--- config.mk ---
export PLATFORM = sky130hd
export DESIGN_NAME = extend_pipe
export DESIGN_NICKNAME = d
export VERILOG_FILES = /design/src/rtl/extend_pipe.sv
export SDC_FILE = /design/constraint.sdc
export NUM_CORES = 1
export LEC_CHECK = 0
export BUFFER_PORTS_ARGS = -buffer_cell sky130_fd_sc_hd__buf_2
export CAP_MARGIN = 20
export CORE_ASPECT_RATIO = 1.1
export CORE_MARGIN = 8
export CORE_UTILIZATION = 33
export DETAILED_ROUTE_END_ITERATION = 16
export PLACE_DENSITY = 0.61
export RECOVER_POWER = 100
export SLEW_MARGIN = 20
export SYNTH_ARGS = -nofsm -noshare
export SYNTH_HDL_FRONTEND = slang
export SYNTH_SLANG_ARGS = --single-unit
export TNS_END_PERCENT = 100
--- constraint.sdc ---
create_clock -name clk -period 4.4 [get_ports clk]
set_clock_uncertainty 0.05 [all_clocks]
set_input_delay 0.22 -clock clk [delete_from_list [all_inputs] [get_ports clk]]
set_output_delay 0.22 -clock clk [all_outputs]
set_load 0.1 [all_outputs]
--- src/rtl/extend_pipe.sv ---
// Pipelined immediate extender: combinational extension captured into a
// registered output stage with a one-entry skid buffer behind it.
module extend_pipe #(
    parameter int unsigned DATA_W    = 32,
    parameter int unsigned TAG_W     = 5,
    parameter int unsigned ROTATE_EN = 1
) (
    input  logic              clk,
    input  logic              reset,
    input  logic              in_valid,
    output logic              in_ready,
    input  logic [23:0]       Instruction,
    input  logic [1:0]        ImmSrc,
    input  logic [TAG_W-1:0]  in_tag,
    output logic              out_valid,
    input  logic              out_ready,
    output logic [DATA_W-1:0] ExtImm,
    output logic [TAG_W-1:0]  out_tag
);

    localparam int unsigned SEXT_W = DATA_W - 26;

    logic [31:0]       w_imm8_zx;
    logic [63:0]       w_dbl;
    logic [5:0]        w_rot_amt;
    logic [31:0]       w_rot;
    logic [DATA_W-1:0] w_ext;
    logic              w_accept;
    logic              w_xfer;

    logic              r_main_valid;
    logic [DATA_W-1:0] r_main_data;
    logic [TAG_W-1:0]  r_main_tag;
    logic              r_skid_valid;
    logic [DATA_W-1:0] r_skid_data;
    logic [TAG_W-1:0]  r_skid_tag;
    logic              r_in_ready;

    // Rotate-right of the 8-bit immediate: take a 32-bit window out of a doubled copy.
    assign w_imm8_zx = 32'(Instruction[7:0]);
    assign w_dbl     = {w_imm8_zx, w_imm8_zx};
    assign w_rot_amt = {1'b0, Instruction[11:8], 1'b0};
    assign w_rot     = w_dbl[w_rot_amt +: 32];

    // Immediate extension selected by ImmSrc.
    always_comb begin
        w_ext = '0;
        case (ImmSrc)
            2'b00:   w_ext = (ROTATE_EN != 0) ? DATA_W'(w_rot) : DATA_W'(Instruction[7:0]);
            2'b01:   w_ext = DATA_W'(Instruction[11:0]);
            2'b10:   w_ext = {{SEXT_W{Instruction[23]}}, Instruction, 2'b00};
            2'b11:   w_ext = DATA_W'({Instruction[19:16], Instruction[11:0]});
            default: w_ext = '0;
        endcase
    end

    assign w_accept = in_valid & r_in_ready;
    assign w_xfer   = r_main_valid & out_ready;

    // Main/skid storage; in_ready is registered as the inverse of the next skid state.
    always_ff @(posedge clk) begin
        if (reset) begin
            r_main_valid <= 1'b0;
            r_main_data  <= '0;
            r_main_tag   <= '0;
            r_skid_valid <= 1'b0;
            r_skid_data  <= '0;
            r_skid_tag   <= '0;
            r_in_ready   <= 1'b1;
        end else if (w_xfer) begin
            if (r_skid_valid) begin
                r_main_data  <= r_skid_data;
                r_main_tag   <= r_skid_tag;
                r_skid_valid <= 1'b0;
                r_in_ready   <= 1'b1;
            end else if (w_accept) begin
                r_main_data  <= w_ext;
                r_main_tag   <= in_tag;
            end else begin
                r_main_valid <= 1'b0;
            end
        end else if (w_accept) begin
            if (!r_main_valid) begin
                r_main_valid <= 1'b1;
                r_main_data  <= w_ext;
                r_main_tag   <= in_tag;
            end else begin
                r_skid_valid <= 1'b1;
                r_skid_data  <= w_ext;
                r_skid_tag   <= in_tag;
                r_in_ready   <= 1'b0;
            end
        end
    end

    assign in_ready  = r_in_ready;
    assign out_valid = r_main_valid;
    assign ExtImm    = r_main_data;
    assign out_tag   = r_main_tag;

endmodule

# Word level (Yosys, flattened, before mapping)
# Cells that the tools add are included.
# Widths: inputs -> output; s select.
# totals
ff_bits	77
inputBits	35
output_inout_bits	39
wordCells	47
# op_classes
eq_ne	7
shift	1
muxes	19
bitwise	3
reduce_logical	10
# ops
operator	count
$mux 32	5
$pmux 32 s4	1
$shiftx 64x6->32	1
$mux 5	5
$reduce_and 3->1	4
$mux 1	8
$ne 2x2->1 const B	3
$reduce_bool 2->1	3
$eq 2x2->1 const B	2
$and 1x1->1	2
$eq 2x1->1 const B	1
$logic_not 2->1	1
$ne 2x1->1 const B	1
$reduce_and 2->1	1
$reduce_or 2->1	1
$not 1->1	1

# Depth between registers and ports, before layout
# Gate-level depths: netlist of the first run.
# logic_depth
depth_word	5
depth_mapped	6
mapped_depth_nobuf	4

# Worst setup path before layout of the first run
# No wires, ideal clock.
# synth_timing
path_kind	reg-to-reg
from	reg r_main_valid (netlist: out_valid)
to	reg r_in_ready (netlist: in_ready)
arrival_ns	2.176
slack_ns	2.054
stages_incl_launch_ff	6
period_less_slack_ns	2.346
cell_sequence	dfxtp_1 -> nand2b_1 -> or2_2 -> clkbuf_1 -> clkbuf_1 -> a211o_1
# synth_between
elab_chain_len	3
word_cells_on_any_way	6
# synth_rtl
element	line	source
start, declared	31	logic r_main_valid;
start signal, assigned	63	r_main_valid <= 1'b0;
start signal, assigned	80	r_main_valid <= 1'b0;
start signal, assigned	84	r_main_valid <= 1'b1;
$and 1x1->1	58	assign w_xfer = r_main_valid & out_ready;
$ne 2x1->1 (no line) or $reduce_bool 2->1 (tied branches)	-	
$reduce_and 3->1 (no line)	-	
end signal, assigned	69	r_in_ready <= 1'b1;
end signal, assigned	75	r_in_ready <= 1'b1;
end signal, assigned	91	r_in_ready <= 1'b0;
end, declared	37	logic r_in_ready;
# Parallel ways exist; a longest one is shown, timed or not.
# A chain may end at the register's enable or synchronous reset.

==> results of run 1 <==
## routing by layer
layer | global-route usage, % | wire [µm] | part of all wire, % | vias to the layer above
li1 | - | - | - | 1873
met1 | 20.62 | 5725 | 46 | 1857
met2 | 26.25 | 5892 | 47 | 139
met3 | 3.349 | 770 | 6.1 | 14
met4 | 5.882 | 175 | 1.4 | 0
met5 | 0 | 0 | 0 | -
## metrics by stage
stage / instances / hold slack (ps) / cell area (µm²) / setup WS [ps] / utilization (%)
finish: 666 / 72.04 / 4506 / 1341 / 39.56
floorplan: 467 / 273.6 / 3840 / 2054 / -
CTS: 666 / 59.99 / 4568 / 1937 / 40.11
detailed placement: 650 / 396.5 / 4253 / 1928 / 37.34
global placement: 650 / 392.4 / 4253 / 2097 / 37.34
global route: 666 / 90.97 / 4506 / 1002 / 39.56
## power by group
group	internal [mW]	switching, mW
logic	0.0966	0.378
clock network	0.497	0.297
registers	0.741	0.0260
## registers in the layout (all words and copies together), names as in the netlist
| signal | flops |
|---|---|
| ExtImm | 32 |
| r_skid_data | 32 |
| out_tag | 5 |
| r_skid_tag | 5 |
| in_ready | 1 |
| out_valid | 1 |
| r_skid_valid | 1 |
## critical path: stages
cell and delay (ps):
clkbuf_1 750, clkbuf_1 1880, nand3b_1 260, o211ai_1 110
## layout make-up
| cell class | instances | area (µm²) |
|---|---|---|
| Timing Repair Buffer | 79 | 347.8 |
| Clock buffer | 10 | 229.0 |
| Sequential cell | 77 | 1541 |
| Fill cell | 1199 | 6883 |
| Tap cell | 150 | 187.7 |
| Multi-Input combinational cell | 341 | 2102 |
| Clock inverter | 6 | 86.33 |
| Inverter | 3 | 11.26 |
## cell families after synthesis
kind of cell / synth area share, %
and+or+nand+nor: 22.55
buffers and inverters: 5.116
DFF: 40.14
AOI/OAI and AO/OA: 28.71
muxes: 3.487
## path summary, 6_finish.rpt
check | endpoint | slack [ps] | cells after the start
worst max-delay path | ExtImm[2] | 1340 | 4
worst min-delay path | r_skid_valid | 70 | 2
worst max register to register | r_skid_data[28] | 1520 | 5
worst min register to register | r_skid_tag[1] | 400 | 2
## placed cells by master, fill, tap and decap left out, types with 2 or more instances in the layout
cell,count
dfxtp_1,77
nor2_1,46
clkbuf_1,45
nand2_1,44
a211oi_1,44
nor3_1,37
buf_2,32
o22ai_1,25
a21oi_1,23
a311oi_1,15
nand3b_1,15
mux2i_1,12
a2111oi_0,10
o21ai_0,9
clkbuf_16,9
nand2b_1,7
a22o_1,5
o31ai_1,5
o221ai_1,4
a221oi_1,4
o211ai_1,4
inv_1,3
or3_1,3
nor4_1,3
buf_4,3
nand3_1,2
and4b_1,2
a21o_1,2
bufinv_16,2
clkinv_2,2
==> metrics.yaml, run 1 <==
critical_path:
  r2r-start: "out_valid"
  crit_fanout: 59
  end_kind: "register"
  worstSetupStartpointType: "input port"
  required_ps: 4560
  arrival_ps: 3220
  startpoint: "reset"
  crit_type: "input port to register"
synthesis:
  ys.flop_type: "dfxtp_1"
  synth_cells: 467
  ys_seq_elements: 77
  synth_edf_count: 0
  synth.distinct_cells: 47
  synth.most_common_cell: "dfxtp_1"
  syn_area_um2: 3840
  synth.yosys.seq_area_share_pct: 40.14
  synth_warnings: 0
  synth_top_area_cell: "dfxtp_1"
  synth_area_leaders: "dfxtp_1, a211oi_1, nor3_1, nor2_1, nand2_1"
  synth_common_cells: "dfxtp_1, nor2_1, a211oi_1, nand2_1, nor3_1"
  synthArstFlopShare_pct: 0
  synth.avg_cell_area_um2: 8.223
  netlist.area_leader.share_pct: 40.14
  syn-num-nets: 502
timing:
  period_share_pct: 69.52
  hold_viol: 0
  drv_slew: 107
  slew_headroom_pct: -70.04
  rsz0062_at_grt: "false"
  clock.fmax_ghz: 0.3269
  setup_violations: 0
  fin_tns_setup_ps: 0
  period_needed_ps: 3059
  tightest_slew_ps: 2551
routing:
  drc: 0
  drtIter0Drc: 516
  routed_wirelength_um: 12560
  dr.pass1.iters: 5
  vias: 3883
  detail-route-antenna-nets: 0
  viasPerCell: 5.830
  wl_per_cell_um: 18.86
job:
  cap_viol_max_count: 2
finish:
  fin_nets: 546
  drive_gt1_share_pct: 10.66
  area_delta_synth_final_pct: 17.33
  n_antenna_cell: 0
placed_design:
  dp_hpwl_um: 8462
  port_buffers: 73
  place.gp.congestion: 0.8611
floorplanning:
  core_area_um2: 11390
  die_h_um: 129.1
  io_pins: 74
  start_util_pct: 33.72
  die_w_um: 118.9
  die-area_um2: 15350
  rows: 41
outcome:
  status: "finished, violations left"
  violations: "max-capacitance violations, max-slew violations"
global_route:
  grt_pass1_vias: 3649
  grt_overflow: 0
  grt_max_degree: 60
  grt_antenna_before_repair: 0
  grt_pass1_wl_um: 19940
  grt_use_total_pct: 16.09
cts:
  path_clk_slew_ps: 60
  clk_latency_ps: 340
  cts_buffers: 9
  cts_buffer_depth: 2
  ctsHoldBuffers: 0
  cts_tree: "yes"
  clockRootBuffer: "clkbuf_16"
  cts_resized: 0
  htreeDepth: 3
  cts_sinks: 77
  post_cts_buffers: 0
hold_path:
  holdCritPathClass: "input port to register"
  min_from: "out_ready"
power_and_ir_drop:
  vdd_drop_max_uv: 196.6
  cellLeakagePower_nw: 1.533
  power.total_mw: 2.035
  p_per_area_nw_per_um2: 451.7
Note: power is estimated with default switching activity, not from simulation.
==> inputs of run 2 (changes only) <==
--- a/config.mk
+++ b/config.mk
@@ -11,7 +11,7 @@
 export CORE_MARGIN = 8
 export CORE_UTILIZATION = 33
 export DETAILED_ROUTE_END_ITERATION = 16
-export PLACE_DENSITY = 0.61
+export PLACE_DENSITY = 0.63
 export RECOVER_POWER = 100
 export SLEW_MARGIN = 20
 export SYNTH_ARGS = -nofsm -noshare
==> constraint.sdc (replaced) <==
create_clock -name clk -period 2.6 [get_ports clk]
set_clock_uncertainty 0.05 [all_clocks]
set_input_delay 0.13 -clock clk [delete_from_list [all_inputs] [get_ports clk]]
set_output_delay 0.13 -clock clk [all_outputs]
set_load 0.1 [all_outputs]
==> run 2 against run 1 <==
The run now ends clean. Via count fell by 0.67%. Worst hold slack improved by 8.6 ps. Clock-buffer cell count fell by 1. Total power rose by 71%. Routed wire length fell by 0.27%. Worst setup slack got worse by 910 ps. First-iteration DRC count fell by 29%. Die area did not move. Critical endpoint is now r_skid_data[28]. Largest cell class unchanged. Largest power group unchanged. Highest routed layer unchanged.
==> metrics.yaml, run 2 (synthesized netlist as in run 1, its figures left out) <==
placed_design:
  dp_hpwl_um: 8769
  placed_area_um2: 4308
  port_buffers: 73
  place_ws_ps: 547.2
  place.gp.congestion: 0.9381
  dp.cells: 654
power_and_ir_drop:
  p_int_mw: 2.276
  seqPwrFrac_pct: 37.3
  clockPowerShare_pct: 39.1
  vdd_drop_max_uv: 263.2
  switching_power_mw: 1.199
  pwr-share-comb_pct: 23.6
  cellLeakagePower_nw: 1.592
  sw_frac_of_total_pct: 34.50
  p_per_area_nw_per_um2: 750.7
cts:
  cts_buffers: 9
  cts_tree: "yes"
  cts_buffer_depth: 2
  htreeDepth: 3
  cts_sinks: 77
  post_cts_buffers: 0
  clk_latency_ps: 330
  clockRootBuffer: "clkbuf_16"
  path_clk_slew_ps: 60
floorplanning:
  start_util_pct: 33.72
  io_pins: 74
  rows: 41
  die_h_um: 129.1
  core_area_um2: 11390
  die-area_um2: 15350
  die_w_um: 118.9
hold_path:
  holdCritPathClass: "input port to register"
  min_from: "in_valid"
  whs_endpoint: "out_valid"
  worstHoldPathCells: 3
timing:
  period_share_pct: 83.53
  tightest_slew_ps: 1235
  hold_viol: 0
  slew_headroom_pct: 17.66
  setup_slack_ps: 428.3
  fin_tns_setup_ps: 0
  rsz0062_at_grt: "false"
  worst_hold_slack_ps: 80.63
  period_needed_ps: 2172
  drv_slew: 0
  clock.fmax_ghz: 0.4605
  setup_violations: 0
finish:
  layoutNonFillerInstCount: 676
  fin_nets: 556
  layout_common_cells: "dfxtp_1, nor2_1, nand2_1, a211oi_1, clkbuf_1"
  drive_gt1_share_pct: 11.41
  n_antenna_cell: 0
  final_common_cell: "dfxtp_1"
  area_delta_synth_final_pct: 20.53
  layout.cell_area.non_filler_um2: 4628
global_route:
  grt_use_total_pct: 16.52
  grt_antenna_before_repair: 0
  grt.met3_usage_pct: 3.741
  grt_pass1_vias: 3835
  grt_max_degree: 62
  grt.busiest_layer: "met2"
  grt_overflow: 0
  grt_pass1_wl_um: 20510
  met1_usage_pct: 21.46
  grtUsageMet2_pct: 26.08
critical_path:
  r2r_end: "ExtImm[13]"
  crit_fanout: 23
  crit_type: "input port to register"
  arrival_ps: 2270
  ff2ff_path_depth: 4
  cp_slowest_cell: "a21oi_1"
  worstSetupStartpointType: "input port"
  end_kind: "register"
  rrSetupSlack_ps: 510
  r2r-start: "out_valid"
  required_ps: 2700
  crit_chain: "dlygate4sd3_1 > clkbuf_1 > nand2b_1 > or2_2 > a21oi_1 > a211oi_1"
  slowest_delay_ps: 550
routing:
  vias: 3857
  dr.pass1.iters: 4
  detail-route-antenna-nets: 0
  drc: 0
  wl_per_cell_um: 18.54
  drtIter0Drc: 368
  routed_wirelength_um: 12530
  viasPerCell: 5.706
outcome:
  status: "finished, final reports clean"
job:
  cap_viol_max_count: 0
-- run 2: cell count changes in the layout (fill, tap and decap cells not counted), sizes merged --
cell	before	now
dlygate4sd3	0	6
buf	35	39
clkinv	2	3
clkbuf	54	53
-- run 2: routing by layer --
layer  share of wire, %  wire (µm)  vias up
met1                 46       5768     1809
met5                  0          0        -
met4                2.4        299        0
met3                6.3        791       25
met2                 45       5671      135
li1                   -          -     1888
-- run 2: how the worst max path moves through the flow --
stage                     depth (start not counted)  slack [ps]       from         endpoint
after global placement                            4         640  ImmSrc[0]        ExtImm[5]
after floorplan                                   5         250  out_valid         in_ready
after global routing                              6         320  out_ready       ExtImm[13]
after CTS                                         6         470  out_ready  r_skid_data[28]
after detailed placement                          4         550  out_valid  r_skid_data[28]
final                                             6         430  out_ready  r_skid_data[28]
-- run 2: repair_timing --
action / in CTS / in global routing
gates resized for setup: 0 / 0
hold buffers: 6 / 0
endpoints found under the hold margin: 6 / 0
setup endpoints to repair: 0 / 0
-- run 2: power groups by stage --
stage / Sequential, mW / Clock, mW / Combinational [mW]
final: 1.30 / 1.36 / 0.820
after floorplan: 1.67 / 0 / 0.285
after CTS: 1.30 / 1.39 / 0.836
after global placement: 1.32 / 0 / 0.821
after global routing: 1.31 / 1.44 / 0.870
after detailed placement: 1.32 / 0 / 0.827
-- run 2: area by class of cell --
class | count | area, µm²
well taps | 150 | 187.7
clock buffers | 9 | 225.2
fillers | 1202 | 6760
repair buffers | 89 | 464.2
flip-flops and latches | 77 | 1541
inverters | 3 | 11.26
clock inverters | 7 | 98.84
multi-input cells | 341 | 2100
-- run 2: worst max-delay path, delay by kind of cell --
| family | cells | cell delay (ps) |
|---|---|---|
| AOI/OAI and AO/OA | 2 | 730 |
| buffers and inverters | 2 | 670 |
| and+or+nand+nor | 2 | 740 |
-- run 2: through the flow --
stage | util [%] | total power, mW
4_1_cts | 41.20 | 3.520
3_5_place_dp | 37.83 | 2.148
6_report | 40.64 | 3.474
2_1_floorplan | - | 1.959
5_1_grt | 40.64 | 3.614
3_3_place_gp | 37.83 | 2.140
